`config.mk`:
```
export PLATFORM = sky130hd
export DESIGN_NAME = stm_tx_frame_mux
export DESIGN_NICKNAME = d
export VERILOG_FILES = /design/src/rtl/stm_tx_frame_mux.sv
export SDC_FILE = /design/constraint.sdc
export NUM_CORES = 1
export LEC_CHECK = 0
export CAP_MARGIN = 10
export CORE_MARGIN = 10
export CORE_UTILIZATION = 43
export CTS_CLUSTER_SIZE = 10
export DETAILED_ROUTE_END_ITERATION = 16
export GPL_TIMING_DRIVEN = 0
export PLACE_DENSITY = 0.8
export SYNTH_ARGS = -nofsm -noshare
export SYNTH_HDL_FRONTEND = slang
export SYNTH_SLANG_ARGS = --single-unit
```
`constraint.sdc`:
```
create_clock -name clk19 -period 3 [get_ports clk19]
set_clock_uncertainty 0.1 [all_clocks]
set_input_delay 0.6 -clock clk19 [delete_from_list [all_inputs] [get_ports clk19]]
set_output_delay 0.6 -clock clk19 [all_outputs]
set_load 0.01 [all_outputs]
```
`src/rtl/stm_tx_frame_mux.sv`:
```
`default_nettype none
// ============================================================================
// Module  : stm_tx_frame_mux
// Brief   : STM-N transmit frame counter, registered source read-enable decode
//           and two-stage byte-interleaved output mux. Defining SCRAMBLE_EN adds
//           the frame-synchronous x^7+x^6+1 scrambler (requires WID = 8).
// Rev     : 1.0  initial release
// ============================================================================
module stm_tx_frame_mux #(
   parameter int              WID    = 8,
   parameter int              NSTS   = 3,
   parameter int              RWID   = 4,
   parameter int              CWID   = 7,
   parameter int              SWID   = 2,
   parameter int              AUPROW = 3,
   parameter logic [WID-1:0]  FILL   = {WID{1'b0}}
) (
   input  logic                 clk19,
   input  logic                 rst,
   input  logic                 fsync,
   input  logic [NSTS-1:0]      tug3act,
   output logic [RWID-1:0]      row,
   output logic [CWID-1:0]      col,
   output logic [SWID-1:0]      sts,
   output logic                 stmen,
   input  logic [WID-1:0]       stmdi,
   output logic                 au4en,
   input  logic [WID-1:0]       au4di,
   output logic                 vc4en,
   input  logic [WID-1:0]       vc4di,
   output logic [NSTS-1:0]      tug3en,
   input  logic [NSTS*WID-1:0]  tug3di,
   output logic [WID-1:0]       dataout,
   output logic                 fpout,
   output logic                 slip
);

   localparam logic [RWID-1:0] c_row_last = RWID'(8);
   localparam logic [CWID-1:0] c_col_last = CWID'(89);
   localparam logic [SWID-1:0] c_sts_last = SWID'(NSTS - 1);
   localparam logic [RWID-1:0] c_aup_row  = RWID'(AUPROW);

   localparam logic [2:0] c_sel_none = 3'd0;
   localparam logic [2:0] c_sel_stm  = 3'd1;
   localparam logic [2:0] c_sel_au4  = 3'd2;
   localparam logic [2:0] c_sel_vc4  = 3'd3;
   localparam logic [2:0] c_sel_tug  = 3'd4;
   localparam logic [2:0] c_sel_fill = 3'd5;

   logic [RWID-1:0] r_row, w_nrow;
   logic [CWID-1:0] r_col, w_ncol;
   logic [SWID-1:0] r_sts, w_nsts;
   logic            w_at_end;

   logic            r_stmen, r_au4en, r_vc4en, r_slip;
   logic [NSTS-1:0] r_tug3en, w_tug3en;
   logic            w_stmen, w_au4en, w_vc4en;
   logic [2:0]      r_sel1, w_sel1, r_sel2;
   logic [SWID-1:0] r_sts2;
   logic            w_fp1, r_fp2, r_fp;
   logic [WID-1:0]  w_tug, w_mux, w_byte, r_dout;

   // Next position: sts fastest, then col, then row; fsync forces (0,0,0).
   always_comb begin
      w_at_end = (r_row == c_row_last) && (r_col == c_col_last) && (r_sts == c_sts_last);
      w_nrow   = r_row;
      w_ncol   = r_col;
      w_nsts   = r_sts + SWID'(1);
      if (fsync) begin
         w_nrow = '0;
         w_ncol = '0;
         w_nsts = '0;
      end else if (r_sts == c_sts_last) begin
         w_nsts = '0;
         if (r_col == c_col_last) begin
            w_ncol = '0;
            w_nrow = (r_row == c_row_last) ? '0 : r_row + RWID'(1);
         end else begin
            w_ncol = r_col + CWID'(1);
         end
      end
   end

   // Enables decode the position being loaded so they line up with row/col/sts.
   always_comb begin
      w_stmen  = (w_ncol <= CWID'(2)) && (w_nrow != c_aup_row);
      w_au4en  = (w_ncol <= CWID'(2)) && (w_nrow == c_aup_row);
      w_vc4en  = (w_ncol >= CWID'(3)) && (w_ncol <= CWID'(5));
      w_tug3en = '0;
      for (int k = 0; k < NSTS; k++) begin
         w_tug3en[k] = (w_ncol >= CWID'(6)) && (w_nsts == SWID'(k)) && tug3act[k];
      end
      if (w_stmen)            w_sel1 = c_sel_stm;
      else if (w_au4en)       w_sel1 = c_sel_au4;
      else if (w_vc4en)       w_sel1 = c_sel_vc4;
      else if (|w_tug3en)     w_sel1 = c_sel_tug;
      else                    w_sel1 = c_sel_fill;
   end

   assign w_fp1 = (r_row == '0) && (r_col == '0) && (r_sts == '0);

   always_comb begin
      w_tug = '0;
      for (int k = 0; k < NSTS; k++) begin
         if (r_sts2 == SWID'(k)) w_tug = tug3di[k*WID +: WID];
      end
      case (r_sel2)
         c_sel_stm:  w_mux = stmdi;
         c_sel_au4:  w_mux = au4di;
         c_sel_vc4:  w_mux = vc4di;
         c_sel_tug:  w_mux = w_tug;
         c_sel_fill: w_mux = FILL;
         default:    w_mux = '0;
      endcase
   end

`ifdef SCRAMBLE_EN
   logic           w_nosc1, w_init1, r_nosc2, r_init2;
   logic [6:0]     r_scr, w_scr;
   logic [WID-1:0] w_key;

   assign w_nosc1 = (r_row == '0) && (r_col <= CWID'(2));
   assign w_init1 = (r_row == '0) && (r_col == CWID'(3)) && (r_sts == '0);

   // Key bits leave MSB first; the byte at (0,3,0) is keyed from the 7'h7F seed.
   always_comb begin
      w_scr = r_init2 ? 7'h7F : r_scr;
      w_key = '0;
      for (int b = WID - 1; b >= 0; b--) begin
         w_key[b] = w_scr[6];
         w_scr    = {w_scr[5:0], w_scr[6] ^ w_scr[5]};
      end
      w_byte = r_nosc2 ? w_mux : (w_mux ^ w_key);
   end

   always_ff @(posedge clk19 or posedge rst) begin
      if (rst) begin
         r_nosc2 <= 1'b0;
         r_init2 <= 1'b0;
         r_scr   <= 7'h7F;
      end else begin
         r_nosc2 <= w_nosc1;
         r_init2 <= w_init1;
         if (r_sel2 != c_sel_none) r_scr <= w_scr;
      end
   end
`else
   assign w_byte = w_mux;
`endif

   always_ff @(posedge clk19 or posedge rst) begin
      if (rst) begin
         r_row    <= c_row_last;
         r_col    <= c_col_last;
         r_sts    <= c_sts_last;
         r_stmen  <= 1'b0;
         r_au4en  <= 1'b0;
         r_vc4en  <= 1'b0;
         r_tug3en <= '0;
         r_sel1   <= c_sel_none;
         r_slip   <= 1'b0;
         r_sel2   <= c_sel_none;
         r_sts2   <= '0;
         r_fp2    <= 1'b0;
         r_fp     <= 1'b0;
         r_dout   <= '0;
      end else begin
         r_row    <= w_nrow;
         r_col    <= w_ncol;
         r_sts    <= w_nsts;
         r_stmen  <= w_stmen;
         r_au4en  <= w_au4en;
         r_vc4en  <= w_vc4en;
         r_tug3en <= w_tug3en;
         r_sel1   <= w_sel1;
         r_slip   <= fsync && !w_at_end;
         r_sel2   <= r_sel1;
         r_sts2   <= r_sts;
         r_fp2    <= w_fp1;
         r_fp     <= r_fp2;
         r_dout   <= (r_sel2 == c_sel_none) ? '0 : w_byte;
      end
   end

   assign row     = r_row;
   assign col     = r_col;
   assign sts     = r_sts;
   assign stmen   = r_stmen;
   assign au4en   = r_au4en;
   assign vc4en   = r_vc4en;
   assign tug3en  = r_tug3en;
   assign dataout = r_dout;
   assign fpout   = r_fp;
   assign slip    = r_slip;

endmodule
`default_nettype wire

```
==> flow_summary.ini <==
[worst_setup_path]
path_cells = clkdlybuf4s50_1, nand2b_1, a2111oi_4, mux2i_1, a2111o_1, nor3_2, o21bai_1
crit_buf_inv = 1
rr_endpoint = r_sel1[1]$_DFF_PP0_
cp-startpoint = fsync
reg2reg_slack_ps = 550
ff2ff_path_depth = 7
cpPeakStageDelay_ps = 590
cp_num_cells = 7
critPathLaunchType = primary input
cp_top_family = compound AO/OA/AOI/OAI gates
regToRegStartpoint = col[0]$_DFF_PP1_
cp.required_ps = 3120
worst-setup-path-type = in2reg
arrival_ps = 2660
critical_path.slowest_cell = clkdlybuf4s50_1
cp-endpoint = r_sel1[1]$_DFF_PP0_
end_kind = flop
worst-path-max-fanout = 7

[cells_and_area]
drive_gt1_share_pct = 10.2
fillers = 361
diodes = 0
finalNetCount = 343
stdcell_area_mm2 = 0.00304
final_util_pct = 67.8
areaGrowthSynthToFinish_pct = 48.8
fin_cells = 337

[timing]
finalCritPeriodShare_pct = 84.8
hold_slack_ps = 252
tns_ps = 0
slew_violations = 0
period_minus_slack_ps = 2540
slew_headroom_pct = 43.8
finalSetupViolCount = 0
max_freq_mhz = 393
hold_violations = 0
setup_ws_ps = 457
tightest_slew_ps = 842
rsz0062_at_grt = false

[clocking]
cts_hold_buffers = 0
root_buffer = clkbuf_8
cts_buffers = 5
cts_max_path_buffers = 2
clkLatencyLatePin_ps = 300
cts_setup_buffers = 0
htree_num_levels = 2
clock-sinks = 38
cts_resized = 0
clkSlewWorstSetupHoldPaths_ps = 80
cts_tree = done

[floorplan]
die_y_um = 88.9
dieArea_mm2 = 0.00790
start_util_pct = 45.6
num_io_pins = 83
row_count = 24
core_mm2 = 0.00447
fp.dieW_um = 88.9

[yosys]
synth.avg_cell_area_um2 = 10.5
syn-cell-area_mm2 = 0.00204
ys_ff_latch = 38
synth-edff-count = 0
yosys_warnings = 0
syn_inst = 194
synth_seq_area_share_pct = 47.0
synth-main-ff-cell = dfrtp_1
yosysUniqueCellTypes = 49
yosys.area_share.adder_pct = 3.07
synth_compound_area_share_pct = 16.2
synth_mux_area_share_pct = 9.57
synth_xor_xnor_area_share_pct = 3.01
syn_nets = 253
async_reset_ff_share_pct = 100
synth_top_family_by_area = simple AND/OR/NAND/NOR gates
yosys.area_share.simple_pct = 17.7

[global_route]
gr-usage-met2_pct = 27.7
grt_overflow = 0
top_usage_layer = met2
grt_use_total_pct = 15.5
met1_usage_pct = 16.7
grt_first_pass_wirelength_um = 9380
grt_start_max_net_pins = 21
first_global_vias = 1828
antenna_found_initial = 0
grt_use_met3_pct = 4.69

[placement]
io_buffer_count = 82
dp_cells = 329
gp_congestion = 0.904
hpwl_um = 4890
place_area_mm2 = 0.00295
dp_slack_ps = 193

[power_and_ir_drop]
p_total_mw = 1.06
p_leak_nw = 1.22
vdd_drop_max_uv = 240
power_density_mw_per_mm2 = 350

[routing]
post_drt_via_cell_ratio = 5.50
wl_um = 6050
ant_nets = 0
drcViolationCount = 0
wl_per_cell_um = 18.0
drt_pass1_iterations = 4
vias = 1855
drtIter0Drc = 81

[run_status]
status = finished clean

[run]
cap_violations = 0

[worst_hold_path]
hold_path.class = reg2reg
[worst register-to-register path, delay by kind of cell, from the launching register on]
| family | cells | cell delay (ps) |
|---|---|---|
| DFF | 1 | 600 |
| and+or+nand+nor | 3 | 780 |
| adders and majority gates | 1 | 160 |
| AOI/OAI and AO/OA | 3 | 740 |
[report_power, final]
group          switching [mW]  total [mW]  internal [mW]
clock                   0.178       0.339          0.161
sequential             0.0115       0.542          0.530
combinational          0.0683       0.181          0.113
[how the worst min path moves through the flow]
stage	from	end	slack, ps	cells past startpoint
finish	r_fp2$_DFF_PP0_	fpout$_DFF_PP0_	250	0
global route	r_fp2$_DFF_PP0_	fpout$_DFF_PP0_	260	0
CTS	r_fp2$_DFF_PP0_	fpout$_DFF_PP0_	250	0
detailed placement	r_fp2$_DFF_PP0_	fpout$_DFF_PP0_	230	0
global placement	r_sel1[1]$_DFF_PP0_	r_sel2[1]$_DFF_PP0_	230	0
floorplan	r_fp2$_DFF_PP0_	fpout$_DFF_PP0_	230	0
[kinds of logic (layout without fill, tap and decap cells)]
family / Yosys count / in the layout
compound gates: 46 / 46
flops: 38 / 38
buf+inv: 16 / 107
mux: 19 / 19
fa+ha+maj: 5 / 5
simple gates: 63 / 63
xor+xnor: 7 / 7
[registers in the layout, summed over array words and instances (netlist names)]
name,cells
col,7
r_sel1,3
au4en,1
sts,2
r_fp2,1
vc4en,1
fpout,1
dataout,8
row,4
tug3en,3
r_sel2,3
stmen,1
slip,1
r_sts2,2
[area by class of cell]
type	instances	area (µm²)	share of cell area, %
clock buffer	6	72.6	2.39
clock inverter	2	10.0	0.330
sequential	38	958	31.6
inverter	6	22.5	0.742
tap	52	65.1	2.14
multi-input combinational	140	1010	33.3
buffer	10	48.8	1.61
timing repair buffer	83	848	27.9
[cell usage after synthesis (all sizes together) (5+ instances only)]
| library cell | count | share of area [%] |
|---|---|---|
| dfstp | 6 | 7.7 |
| a21oi | 9 | 2.2 |
| and3 | 5 | 1.5 |
| dfrtp | 32 | 39 |
| nand2 | 13 | 2.4 |
| o22ai | 9 | 2.8 |
| nor3 | 5 | 1.5 |
| clkbuf | 6 | 1.1 |
| o21ai | 10 | 2.6 |
| a22oi | 8 | 2.9 |
| inv | 6 | 1.1 |
| nor2b | 5 | 1.7 |
| nor2 | 16 | 3.1 |
| ha | 5 | 3.1 |
| mux2i | 18 | 8.8 |
[layer usage]
metal | share of wire, % | wire length, µm
met1 | 39 | 2360
met2 | 52 | 3130
met3 | 6.4 | 388
met4 | 2.9 | 173
met5 | 0 | 0
[cell usage in the layout (no fill, tap or decap), types with 2 or more instances in the layout]
| cell | Yosys | final |
|---|---|---|
| a21oi_1 | 9 | 9 |
| a22oi_1 | 8 | 8 |
| and3_1 | 5 | 5 |
| and3b_1 | 2 | 2 |
| buf_1 | 2 | 2 |
| clkbuf_1 | 6 | 7 |
| clkbuf_8 | 0 | 5 |
| clkdlybuf4s50_1 | 0 | 82 |
| clkinv_2 | 0 | 2 |
| dfrtp_1 | 32 | 32 |
| dfstp_2 | 6 | 6 |
| ha_1 | 5 | 5 |
| inv_1 | 6 | 6 |
| mux2i_1 | 18 | 18 |
| nand2_1 | 13 | 13 |
| nand2b_1 | 2 | 2 |
| nand3_1 | 2 | 2 |
| nand4_1 | 2 | 2 |
| nor2_1 | 15 | 15 |
| nor2b_1 | 4 | 4 |
| nor3_1 | 4 | 4 |
| nor3b_1 | 2 | 2 |
| o21ai_0 | 9 | 9 |
| o22ai_1 | 9 | 9 |
| xnor2_1 | 4 | 4 |
| xor2_1 | 3 | 3 |
Power figures use the tool's default switching activity.
==> RTL edit: new RTL, config.mk and constraints unchanged <==
Change the parameter `RWID` from 4 to 2.
--- a/src/rtl/stm_tx_frame_mux.sv
+++ b/src/rtl/stm_tx_frame_mux.sv
@@ -9,7 +9,7 @@
 module stm_tx_frame_mux #(
    parameter int              WID    = 8,
    parameter int              NSTS   = 3,
-   parameter int              RWID   = 4,
+   parameter int              RWID   = 2,
    parameter int              CWID   = 7,
    parameter int              SWID   = 2,
    parameter int              AUPROW = 3,
Ports: changed (resized row); port bits go from 83 to 81. The function was not compared with the original's and may differ.
==> RTL edit against the unedited design <==
  * Routed wire length down 1.1%
  * Highest routed layer unchanged
  * Worst setup slack better by 290 ps
  * Final area down 0.91%
  * Power up 6.0%
  * Sequential share of layout area down 1.4 points
  * Sequential cell count down 2
  * Synthesized area down 1.3%
  * Combinational power up 6%
==> RTL edit: results (changes against the unedited design) <==
outcome:
  run_status: "finished clean"
sta:
  slew_headroom_pct: 61.2  # +17 points
detailed_routing:
  avgRoutedWirePerCell_microns: 18.1  # +1.0%
  wl_met3_microns: 748  # +93%
  m1WireLength_mm: 2.43  # +3.1%
  drt_iter0_drc: 82  # +1.2%
  wl_mm: 5.99  # -1.1%
place:
  routabilityCongestion: 0.872  # -3.5%
  dp_cells: 322  # -2.1%
  portBuffers: 79  # -3.7%
  placed_area_sq_um: 2900  # -1.9%
  pre_cts_slack_ps: 755  # +562 ps
synth:
  syn-num-nets: 249  # -1.6%
  synthTopCellsByCount: "31 x dfrtp_1, 17 x mux2i_1, 17 x nand2_1, 11 x nor2_1, 11 x o21ai_0"
  ys_seq_area_share_pct: 45.1  # -1.9 points
  postSynthAreaPerCell_sq_um: 10.6  # +0.79%
  synth_compound_area_share_pct: 16.3  # +0.15 points
  netlist-cell-type-count: 50  # +2.0%
  synthXorXnorAreaFrac_pct: 1.74  # -1.3 points
  synth.area.top_cells: "dfrtp_1 39%, mux2i_1 8.5%, dfstp_2 6.5%, nand2_1 3.2%, ha_1 3.1%"
  yosys-mux-area-fraction_pct: 8.45  # -1.1 points
setup_path:
  cp_max_fo: 8  # +1
  cp_data_arrival_time_ps: 2330  # -330 ps
global_routing:
  use_met1_pct: 18.1  # +1.4 points
  grt_pass1_vias: 1767  # -3.3%
  grtUsageMet2_pct: 24.4  # -3.3 points
finish:
  final_layout_size_suffix_gt1_share_pct: 12.6  # +2.4 points
-- RTL edit: changes by cell type after synthesis, sizes merged, moves of 2 or more --
cell	unedited run	this run
nor3	5	3
nor4	1	3
clkbuf	6	4
o21a	0	2
nand3	2	4
o21ai	10	12
nand2	13	17
and3b	2	0
nand4	2	4
buf	4	8
xnor2	4	1
and3	5	1
a211o	2	0
nor2	16	11
-- RTL edit: worst paths after layout --
check / cells after the start / end / slack (ps) / startpoint
max reg2reg: 6 / r_sel1[0]$_DFF_PP0_ / 750 / col[0]$_DFF_PP1_
min in group asynchronous: 2 / vc4en$_DFF_PP0_ / 550 / rst
min: 0 / fpout$_DFF_PP0_ / 250 / r_fp2$_DFF_PP0_
min reg2reg: 0 / fpout$_DFF_PP0_ / 250 / r_fp2$_DFF_PP0_
max in group asynchronous: 3 / sts[1]$_DFF_PP1_ / 1660 / rst
max: 6 / r_sel1[0]$_DFF_PP0_ / 750 / col[0]$_DFF_PP1_
-- RTL edit: critical path: stages (launching register included) --
cell and delay [ps]:
dfstp_2 640, ha_1 340, nand3b_1 130, xor2_1 260, a21oi_1 170, nor4b_2 320
o21ba_1 180
-- RTL edit: final cells by class --
type,instances,area (sq um),share of cell area (%)
timing repair buffer,80,818,27.2
buffer,12,63.8,2.12
clock inverter,3,42.5,1.41
clock buffer,5,68.8,2.29
sequential,36,907,30.2
multi-input combinational,135,1020,33.8
tap,52,65.1,2.16
inverter,7,26.3,0.874
-- RTL edit: where the power goes --
group          leakage [nW]  total [mW]  switching, mW  internal, mW
clock                0.0541       0.421          0.175         0.246
combinational         0.675       0.192         0.0756         0.117
sequential            0.440       0.513        0.00972         0.503
total                  1.17        1.13          0.260         0.866
